$ cat config.mk
export PLATFORM = sky130hd
export DESIGN_NAME = fwd_mux_stage
export DESIGN_NICKNAME = d
export VERILOG_FILES = /design/src/rtl/fwd_mux_stage_pkg.sv /design/src/rtl/fwd_mux_stage_mux_n.sv /design/src/rtl/fwd_mux_stage.sv
export SDC_FILE = /design/constraint.sdc
export NUM_CORES = 1
export LEC_CHECK = 0
export BUFFER_PORTS_ARGS = -buffer_cell sky130_fd_sc_hd__buf_4
export CORE_ASPECT_RATIO = 0.6
export CORE_MARGIN = 2
export CORE_UTILIZATION = 40
export CTS_BUF_LIST = sky130_fd_sc_hd__clkbuf_16
export CTS_CLUSTER_SIZE = 12
export DETAILED_ROUTE_END_ITERATION = 10
export GPL_ROUTABILITY_DRIVEN = 0
export HOLD_SLACK_MARGIN = 0.03
export PLACE_DENSITY = 0.74
export SYNTH_ARGS = -nofsm -noshare
export SYNTH_HDL_FRONTEND = slang
export SYNTH_HIERARCHICAL = 1
export SYNTH_SLANG_ARGS = --single-unit
export TNS_END_PERCENT = 20
$ cat constraint.sdc
create_clock -name clk -period 3.9 [get_ports clk]
set_input_delay 0.39 -clock clk [delete_from_list [all_inputs] [get_ports clk]]
set_output_delay 0.39 -clock clk [all_outputs]
set_load 0.01 [all_outputs]
$ cat src/rtl/fwd_mux_stage_pkg.sv
// Shared definitions for the forwarding select stage: default widths,
// forwarding source encodings and a saturating counter helper.
package fwd_mux_stage_pkg;

    localparam int DEF_WIDTH = 32;
    localparam int DEF_NSRC  = 4;
    localparam int DEF_NCH   = 2;
    localparam int CNT_W     = 16;

    // Source index encodings used when the stage does EX-stage operand forwarding
    typedef enum logic [1:0] {
        SRC_RF  = 2'd0,
        SRC_EX  = 2'd1,
        SRC_MEM = 2'd2,
        SRC_WB  = 2'd3
    } fwd_src_e;

    // Increment that sticks at all-ones instead of wrapping
    function automatic logic [CNT_W-1:0] sat_inc(input logic [CNT_W-1:0] v);
        logic [CNT_W-1:0] r;
        if (v == {CNT_W{1'b1}}) begin
            r = v;
        end else begin
            r = v + {{(CNT_W-1){1'b0}}, 1'b1};
        end
        return r;
    endfunction

endpackage

$ cat src/rtl/fwd_mux_stage_mux_n.sv
// Combinational N:1 word mux. A select value with no matching source
// (only possible when NSRC is not a power of two) falls back to source 0
// and raises oor so the caller can record the event.
module mux_n
    import fwd_mux_stage_pkg::*;
#(
    parameter int WIDTH = DEF_WIDTH,
    parameter int NSRC  = DEF_NSRC,
    parameter int SELW  = $clog2(NSRC)
) (
    input  logic [NSRC*WIDTH-1:0] d,
    input  logic [SELW-1:0]       sel,
    output logic [WIDTH-1:0]      y,
    output logic                  oor
);

    // Scan every source; a hit replaces the source-0 fallback and clears oor
    always_comb begin
        y   = d[WIDTH-1:0];
        oor = 1'b1;
        for (int k = 0; k < NSRC; k++) begin
            y   = (sel == SELW'(k)) ? d[k*WIDTH +: WIDTH] : y;
            oor = (sel == SELW'(k)) ? 1'b0 : oor;
        end
    end

endmodule

$ cat src/rtl/fwd_mux_stage.sv
// Registered multi-channel source select stage. Each channel picks one of
// the shared source words; the results sit in a one-entry register with a
// valid/ready handshake, flush, sticky out-of-range flags and a stall counter.
module fwd_mux_stage
    import fwd_mux_stage_pkg::*;
#(
    parameter int WIDTH = DEF_WIDTH,
    parameter int NSRC  = DEF_NSRC,
    parameter int NCH   = DEF_NCH,
    parameter int SELW  = $clog2(NSRC)
) (
    input  logic                  clk,
    input  logic                  reset,
    input  logic                  in_valid,
    output logic                  in_ready,
    input  logic [NSRC*WIDTH-1:0] d,
    input  logic [NCH*SELW-1:0]   sel,
    input  logic                  flush,
    output logic                  out_valid,
    input  logic                  out_ready,
    output logic [NCH*WIDTH-1:0]  y,
    output logic [NCH-1:0]        sel_err,
    output logic [CNT_W-1:0]      stall_cnt
);

    logic [NCH*WIDTH-1:0] mux_y_s;
    logic [NCH-1:0]       mux_oor_s;
    logic                 accept_s;
    logic                 transfer_s;
    logic                 stall_s;

    logic                 out_valid_r;
    logic [NCH*WIDTH-1:0] y_r;
    logic [NCH-1:0]       sel_err_r;
    logic [CNT_W-1:0]     stall_cnt_r;

    // One independent mux per channel, all fed by the same source bus
    for (genvar c = 0; c < NCH; c++) begin : g_ch
        mux_n #(
            .WIDTH (WIDTH),
            .NSRC  (NSRC),
            .SELW  (SELW)
        ) u_mux (
            .d   (d),
            .sel (sel[c*SELW +: SELW]),
            .y   (mux_y_s[c*WIDTH +: WIDTH]),
            .oor (mux_oor_s[c])
        );
    end

    // in_ready is the only combinational output; it never looks at d or sel
    assign in_ready   = !flush && (!out_valid_r || out_ready);
    assign accept_s   = in_valid && in_ready;
    assign transfer_s = out_valid_r && out_ready;
    assign stall_s    = out_valid_r && !out_ready && !flush;

    // Entry-valid flag: flush kills the entry, accept fills it, transfer empties it
    always_ff @(posedge clk) begin
        if (reset) begin
            out_valid_r <= 1'b0;
        end else if (flush) begin
            out_valid_r <= 1'b0;
        end else if (accept_s) begin
            out_valid_r <= 1'b1;
        end else if (transfer_s) begin
            out_valid_r <= 1'b0;
        end else begin
            out_valid_r <= out_valid_r;
        end
    end

    // Result register only moves on accept, so y holds across drains and flushes
    always_ff @(posedge clk) begin
        if (reset) begin
            y_r <= {(NCH*WIDTH){1'b0}};
        end else if (accept_s) begin
            y_r <= mux_y_s;
        end else begin
            y_r <= y_r;
        end
    end

    // Sticky per-channel flags for accepted out-of-range selects
    always_ff @(posedge clk) begin
        if (reset) begin
            sel_err_r <= {NCH{1'b0}};
        end else if (accept_s) begin
            sel_err_r <= sel_err_r | mux_oor_s;
        end else begin
            sel_err_r <= sel_err_r;
        end
    end

    // Saturating count of cycles where a valid result is blocked downstream
    always_ff @(posedge clk) begin
        if (reset) begin
            stall_cnt_r <= {CNT_W{1'b0}};
        end else if (stall_s) begin
            stall_cnt_r <= sat_inc(stall_cnt_r);
        end else begin
            stall_cnt_r <= stall_cnt_r;
        end
    end

    assign out_valid = out_valid_r;
    assign y         = y_r;
    assign sel_err   = sel_err_r;
    assign stall_cnt = stall_cnt_r;

endmodule

==> results of run 1 <==
## worst paths after layout
kind | to | startpoint
max | stall_cnt[14] | out_valid
max reg2reg | stall_cnt[14] | out_valid
min reg2reg | y[32] | y[32]
min | out_valid | flush
## Yosys cell counts, types with 2 or more instances
cell | number | share of area, %
nand2_1 | 135 | 11
dfxtp_1 | 83 | 35
a21oi_1 | 80 | 8.4
mux4_2 | 60 | 28
clkbuf_1 | 20 | 1.6
o31ai_1 | 9 | 1.4
or4_1 | 9 | 1.4
buf_2 | 8 | 0.84
buf_12 | 6 | 2.5
nand4_1 | 6 | 0.79
nor2_1 | 6 | 0.47
buf_1 | 4 | 0.32
mux4_1 | 4 | 2.2
nand3_1 | 4 | 0.42
inv_1 | 3 | 0.24
o21ai_0 | 3 | 0.32
and3_1 | 2 | 0.26
buf_4 | 2 | 0.32
buf_6 | 2 | 0.47
conb_1 | 2 | 0.16
nor3_1 | 2 | 0.21
o41ai_1 | 2 | 0.37
or2_2 | 2 | 0.26
or3_1 | 2 | 0.26
## worst reg2reg max path: cells and delay by family, from the launching register on
family / cells / cell delay (ns)
compound gates: 1 / 0.15
flops: 1 / 0.36
simple gates: 3 / 1.54
## area by class of cell
class                           instances  area, um^2  area share [%]
Clock inverter                          6        83.8            1.26
Multi-Input combinational cell        344        2810            42.2
Sequential cell                        83        1660            24.9
Inverter                                3        11.3           0.169
Timing Repair Buffer                  223        1670            25.1
Tap cell                              160         200            3.00
Clock buffer                            9         225            3.38
## logic make-up after synthesis
group                    count (synthesis)  synth area share [%]
flip-flops                              83                  34.9
other                                    2                 0.158
adder cells (fa/ha/maj)                  1                 0.263
multiplexers                            64                  30.6
AND/OR/NAND/NOR                        179                  16.7
buffers and inverters                   45                  6.28
AO/OA/AOI/OAI                           98                  11.2
## state kept, by name, summed over array words and instances (netlist names)
| register | cells |
|---|---|
| out_valid | 1 |
| y | 64 |
| sel_err | 2 |
| stall_cnt | 16 |
## metal layers
metal / vias to the layer above / GRT usage, %
li1: 2133 / -
met1: 2220 / 29.4
met2: 212 / 40.7
met3: 31 / 7.14
met4: 0 / 8.56
met5: - / 0
## power groups by stage
stage          clock network [mW]  logic [mW]  registers [mW]
2_1_floorplan                   0       0.234           0.942
3_3_place_gp                    0       0.452           0.927
3_5_place_dp                    0       0.466           0.929
4_1_cts                     0.908       0.467           0.910
5_1_grt                     0.947       0.498           0.913
6_report                    0.890       0.465           0.910
## metrics by stage
step	cells	worst slack (ns)
3_3_place_gp	813	1.65
5_1_grt	828	1.58
4_1_cts	828	1.80
6_report	828	1.79
2_1_floorplan	472	1.99
3_5_place_dp	813	1.62
==> results.txt, run 1 <==
Status - finished, final reports clean
Synth Flop Type - dfxtp_1
Layout cell share with drive strength beyond 1 - 45.2%
Crit Path Class - reg2reg
Critical path cell sequence - or3b_1 > or3_4 > or4b_1 > a21oi_1
Clk_lat worst skew - 0.34 ns
Die W - 145 um
Final Cycle Share - 54.0%
Synth warn - 6
Fill cells - 1002
Hold Path Class - in2reg
Rows - 30
Slowest CP cell - or3b_1
Worst R2R Path Depth - 4
Slowest stage delay, CP - 0.60 ns
Cts repair resizes - 0
Final setup TNS - 0 ns
#FFs+latches synth - 83
Met1 WL - 6.34 mm
Yosys cell types - 40
Final-report max-slew violation count - 0
Routed wl met2 - 7.38 mm
Via density - 5.55
RSZ-0062 raised after global routing - no
Dpl hpwl - 11.7 mm
Final instance area - 0.00667 mm^2
Max-Slew Margin vs Limit - 22.9%
Commonest non-fill, non-tap cells in the layout - buf_4, nand2_1, dfxtp_1
Startpoint types - register
Overall routed net length - 15.5 mm
Cell Pwr Density - 340 mW/mm^2
Drt wl/cell - 18.8 um
Max-Cap Viols - 0
Hold-fix buffer count after cts - 0
Clock buffer depth - 2
Max layer used - met4
CP top delay family - simple AND/OR/NAND/NOR gates
Nets - 802
Port Buf Inserts - 220
Power share of the combinational group - 20.5%
Fin Hold WS - 0.259 ns
Core area - 0.0114 mm^2
GRT Overall Usage - 24.0%
Critical Path RT - 4.17 ns
Sw Ratio - 24.8%
Peak supply drop - 0.180 mV
Placed cell area - 0.00636 mm^2
Root Driver - clkbuf_16
Setup Skew - 0.00763 ns
Achievable Freq - 0.475 GHz
Most common cell after layout, fill and taps aside - buf_4
Final setup viols - 0
R2R Setup Slk - 1.79 ns
TritonCTS Buffers - 9
Antenna Cells - 0
Share of async-settable or async-resettable flops after synthesis - 0%
First-pass GRT wire length - 23.2 mm
Clock Sinks - 83
Starting DRT DRC Count - 259
Number of routed nets with antenna violations - 0
Psw - 563 uW
Post-layout min period - 2.11 ns
Initial Util - 41.6%
Post-synth EDFFs - 0
DRC Markers - 0
Vias in the first global route - 4472
Pint - 1.70 mW
Clock power share - 39.3%
Metal3 WL - 1.40 mm
H-tree lvl count - 3
Final count of hold timing violations - 0
Critical path arrival - 2.37 ns
Hold path cells - 2
Slew @ Worst Pin - 1.16 ns
Levels on crit path - 4
Pwr Total - 2.27 mW
Synth Instances - 472
Io pins - 221
Via count - 4596
Largest net degree at the start of global routing - 84
Grt ovf - 0
Initial antenna violation count - 0
Post-layout util - 58.3%
Syn Nets - 610
Clock transition at path regs - 0.06 ns
Synthesized area - 0.00476 mm^2
Critical path endpoint category - register
Leakage - 2.70 nW
Syn_area_per_cell - 10.1 um^2
Area Growth Syn to Fin - 40.1%
WP buf/inv - 0
Die ar. - 0.0128 mm^2
Seq pwr share - 40.2%
Post-CTS setup buffers - 0
Die Y-Extent - 88.5 um
Seq/Total Area, Yosys - 34.9%
Drt pass-1 iters - 5
CTS tree - built
Crit path max fanout - 18
Note: power is estimated with default switching activity, not from simulation.
==> run 2, diff against run 1 <==
clock period = 2.15 ns   (was 3.9 ns; I/O delays follow)
==> run 2 against run 1 <==
Via count up 2.3%. Sequential share of layout area down 0.26 points. Combinational power up 87%. Global-route usage up 0.48 points. Register-to-register slack worse by 1.6 ns. Critical endpoint unchanged. Fmax up 8.5%. Power up 73%. Wire length up 2.5%. Critical path type unchanged.
==> results.txt, run 2 (synthesized netlist as in run 1, its figures left out) <==
Die W - 145 um (unchanged)
Initial antenna violation count - 0 (unchanged)
Worst R2R Path Depth - 4 (unchanged)
Crit path max fanout - 5 (was 18)
Final instance area - 0.00674 mm^2 (was 0.00667 mm^2)
Via count - 4704 (was 4596)
Cts repair resizes - 0 (unchanged)
Final setup viols - 0 (unchanged)
Hold Path Class - in2reg (unchanged)
Grt ovf - 0 (unchanged)
Commonest non-fill, non-tap cells in the layout - buf_4, nand2_1, dfxtp_1 (unchanged)
Layout cell share with drive strength beyond 1 - 45.8% (was 45.2%)
R2R Setup Slk - 0.21 ns (was 1.79 ns)
Number of routed nets with antenna violations - 0 (unchanged)
Rows - 30 (unchanged)
Clock transition at path regs - 0.06 ns (about the same)
Leakage - 2.72 nW (was 2.70 nW)
Dpl hpwl - 12.0 mm (was 11.7 mm)
Max reg flops - 64 (unchanged)
Placed cell area - 0.00647 mm^2 (was 0.00636 mm^2)
CTS tree - built (unchanged)
Final Cycle Share - 90.3% (was 54.0%)
Final-report max-slew violation count - 0 (unchanged)
Initial Util - 41.6% (unchanged)
Final setup TNS - 0 ns (unchanged)
Cell Pwr Density - 580 mW/mm^2 (was 340 mW/mm^2)
Worst reg2reg path endpoint - stall_cnt[14] (unchanged)
Clock buffer depth - 2 (unchanged)
Nets - 808 (was 802)
Clk_lat worst skew - 0.33 ns (was 0.34 ns)
Setup Skew - 0.00521 ns (was 0.00763 ns)
Drt wl/cell - 19.1 um (was 18.8 um)
DRC Markers - 0 (unchanged)
Drt pass-1 iters - 5 (unchanged)
RSZ-0062 raised after global routing - no (unchanged)
Port Buf Inserts - 220 (unchanged)
Hold worst-path end - out_valid (unchanged)
Worst R2R Start - out_valid (unchanged)
Reg area - 0.00166 mm^2 (unchanged)
H-tree lvl count - 3 (unchanged)
Post-CTS setup buffers - 0 (unchanged)
Most common cell after layout, fill and taps aside - buf_4 (unchanged)
Clock Sinks - 83 (unchanged)
Starting DRT DRC Count - 284 (was 259)
Critical path endpoint category - register (unchanged)
Hold path cells - 2 (unchanged)
Slew @ Worst Pin - 0.728 ns (was 1.16 ns)
Critical Path RT - 2.41 ns (was 4.17 ns)
Critical path arrival - 2.20 ns (was 2.37 ns)
First-pass GRT wire length - 23.9 mm (was 23.2 mm)
Antenna Cells - 0 (unchanged)
Startpoint types - register (unchanged)
Fill cells - 996 (was 1002)
Via density - 5.63 (was 5.55)
Hold-fix buffer count after cts - 0 (unchanged)
Area Growth Syn to Fin - 41.5% (was 40.1%)
Critical path cell sequence - or3b_1 > or3_4 > or4b_1 > a21oi_1 (unchanged)
Root Driver - clkbuf_16 (unchanged)
Multi-input logic area - 0.00281 mm^2 (unchanged)
Core area - 0.0114 mm^2 (unchanged)
Slowest stage delay, CP - 0.48 ns (was 0.60 ns)
Die Y-Extent - 88.5 um (unchanged)
Vias in the first global route - 4461 (was 4472)
Crit Path Class - reg2reg (unchanged)
Post-layout min period - 1.94 ns (was 2.11 ns)
Worst Min Path Start - flush (unchanged)
GRT Overall Usage - 24.4% (was 24.0%)
TritonCTS Buffers - 9 (unchanged)
Largest net degree at the start of global routing - 67 (was 84)
Slowest CP cell - or4b_1 (was or3b_1)
Achievable Freq - 0.515 GHz (was 0.475 GHz)
Status - finished, final reports clean (unchanged)
Peak supply drop - 0.375 mV (was 0.180 mV)
Max-Cap Viols - 0 (unchanged)
Die ar. - 0.0128 mm^2 (unchanged)
Io pins - 221 (unchanged)
Max-Slew Margin vs Limit - 51.5% (was 22.9%)
Overall routed net length - 15.9 mm (was 15.5 mm)
Final count of hold timing violations - 0 (unchanged)
[run 2: cell count changes in the layout (fill, tap and decap cells not counted)]
cell | previous run | this run
clkinvlp_4 | 1 | 4
bufinv_16 | 2 | 0
buf_4 | 223 | 224
buf_12 | 0 | 5
clkinv_1 | 0 | 1
inv_1 | 5 | 4
[run 2: final cells by class]
class / count / area share, %
Inverter: 3 / 0.167
Timing Repair Buffer: 229 / 26.4
Sequential cell: 83 / 24.7
Tap cell: 160 / 2.97
Multi-Input combinational cell: 344 / 41.7
Clock buffer: 9 / 3.34
Clock inverter: 7 / 0.687
[run 2: power breakdown]
part	switching [mW]	internal [mW]	total (mW)
clock network	0.618	0.775	1.39
logic	0.375	0.494	0.869
registers	0.0407	1.61	1.65
total	1.03	2.88	3.91
[run 2: worst max path at each step]
| stage | startpoint | endpoint | slack (ns) | cells past startpoint |
|---|---|---|---|---|
| after detailed placement | out_valid | stall_cnt[14] | 0.26 | 4 |
| after floorplan | out_valid | stall_cnt[14] | 0.25 | 5 |
| final | out_valid | stall_cnt[14] | 0.21 | 4 |
| after global routing | stall_cnt[0] | stall_cnt[14] | 0.06 | 5 |
| after CTS | out_valid | stall_cnt[14] | 0.22 | 4 |
| after global placement | out_ready | stall_cnt[14] | 0.26 | 5 |
[run 2: worst max-delay path, delay by kind of cell, from the launching register on]
family	cells	cell delay, ns
flip-flops	1	0.38
AO/OA/AOI/OAI	1	0.15
AND/OR/NAND/NOR	3	1.34
[run 2: per-layer routing]
layer  vias to the layer above  global-route usage [%]  routed length (um)
li1                       2153                       -                   -
met1                      2304                    29.8                6250
met2                       227                    42.8                7870
met3                        20                    7.68                1580
met4                         0                    5.91                 221
met5                         -                       0                   0
[run 2: stage by stage]
step | hold slack [ns] | std cells | setup WS (ns) | utilization, % | total power [mW]
after floorplan | 0.294 | 472 | 0.255 | - | 2.13
after global placement | 0.414 | 819 | 0.262 | 56.5 | 2.52
after detailed placement | 0.430 | 819 | 0.256 | 56.5 | 2.55
final | 0.0973 | 835 | 0.209 | 58.9 | 3.91
after CTS | 0.0758 | 835 | 0.216 | 58.9 | 3.95
after global routing | 0.0824 | 835 | 0.0584 | 58.9 | 4.09
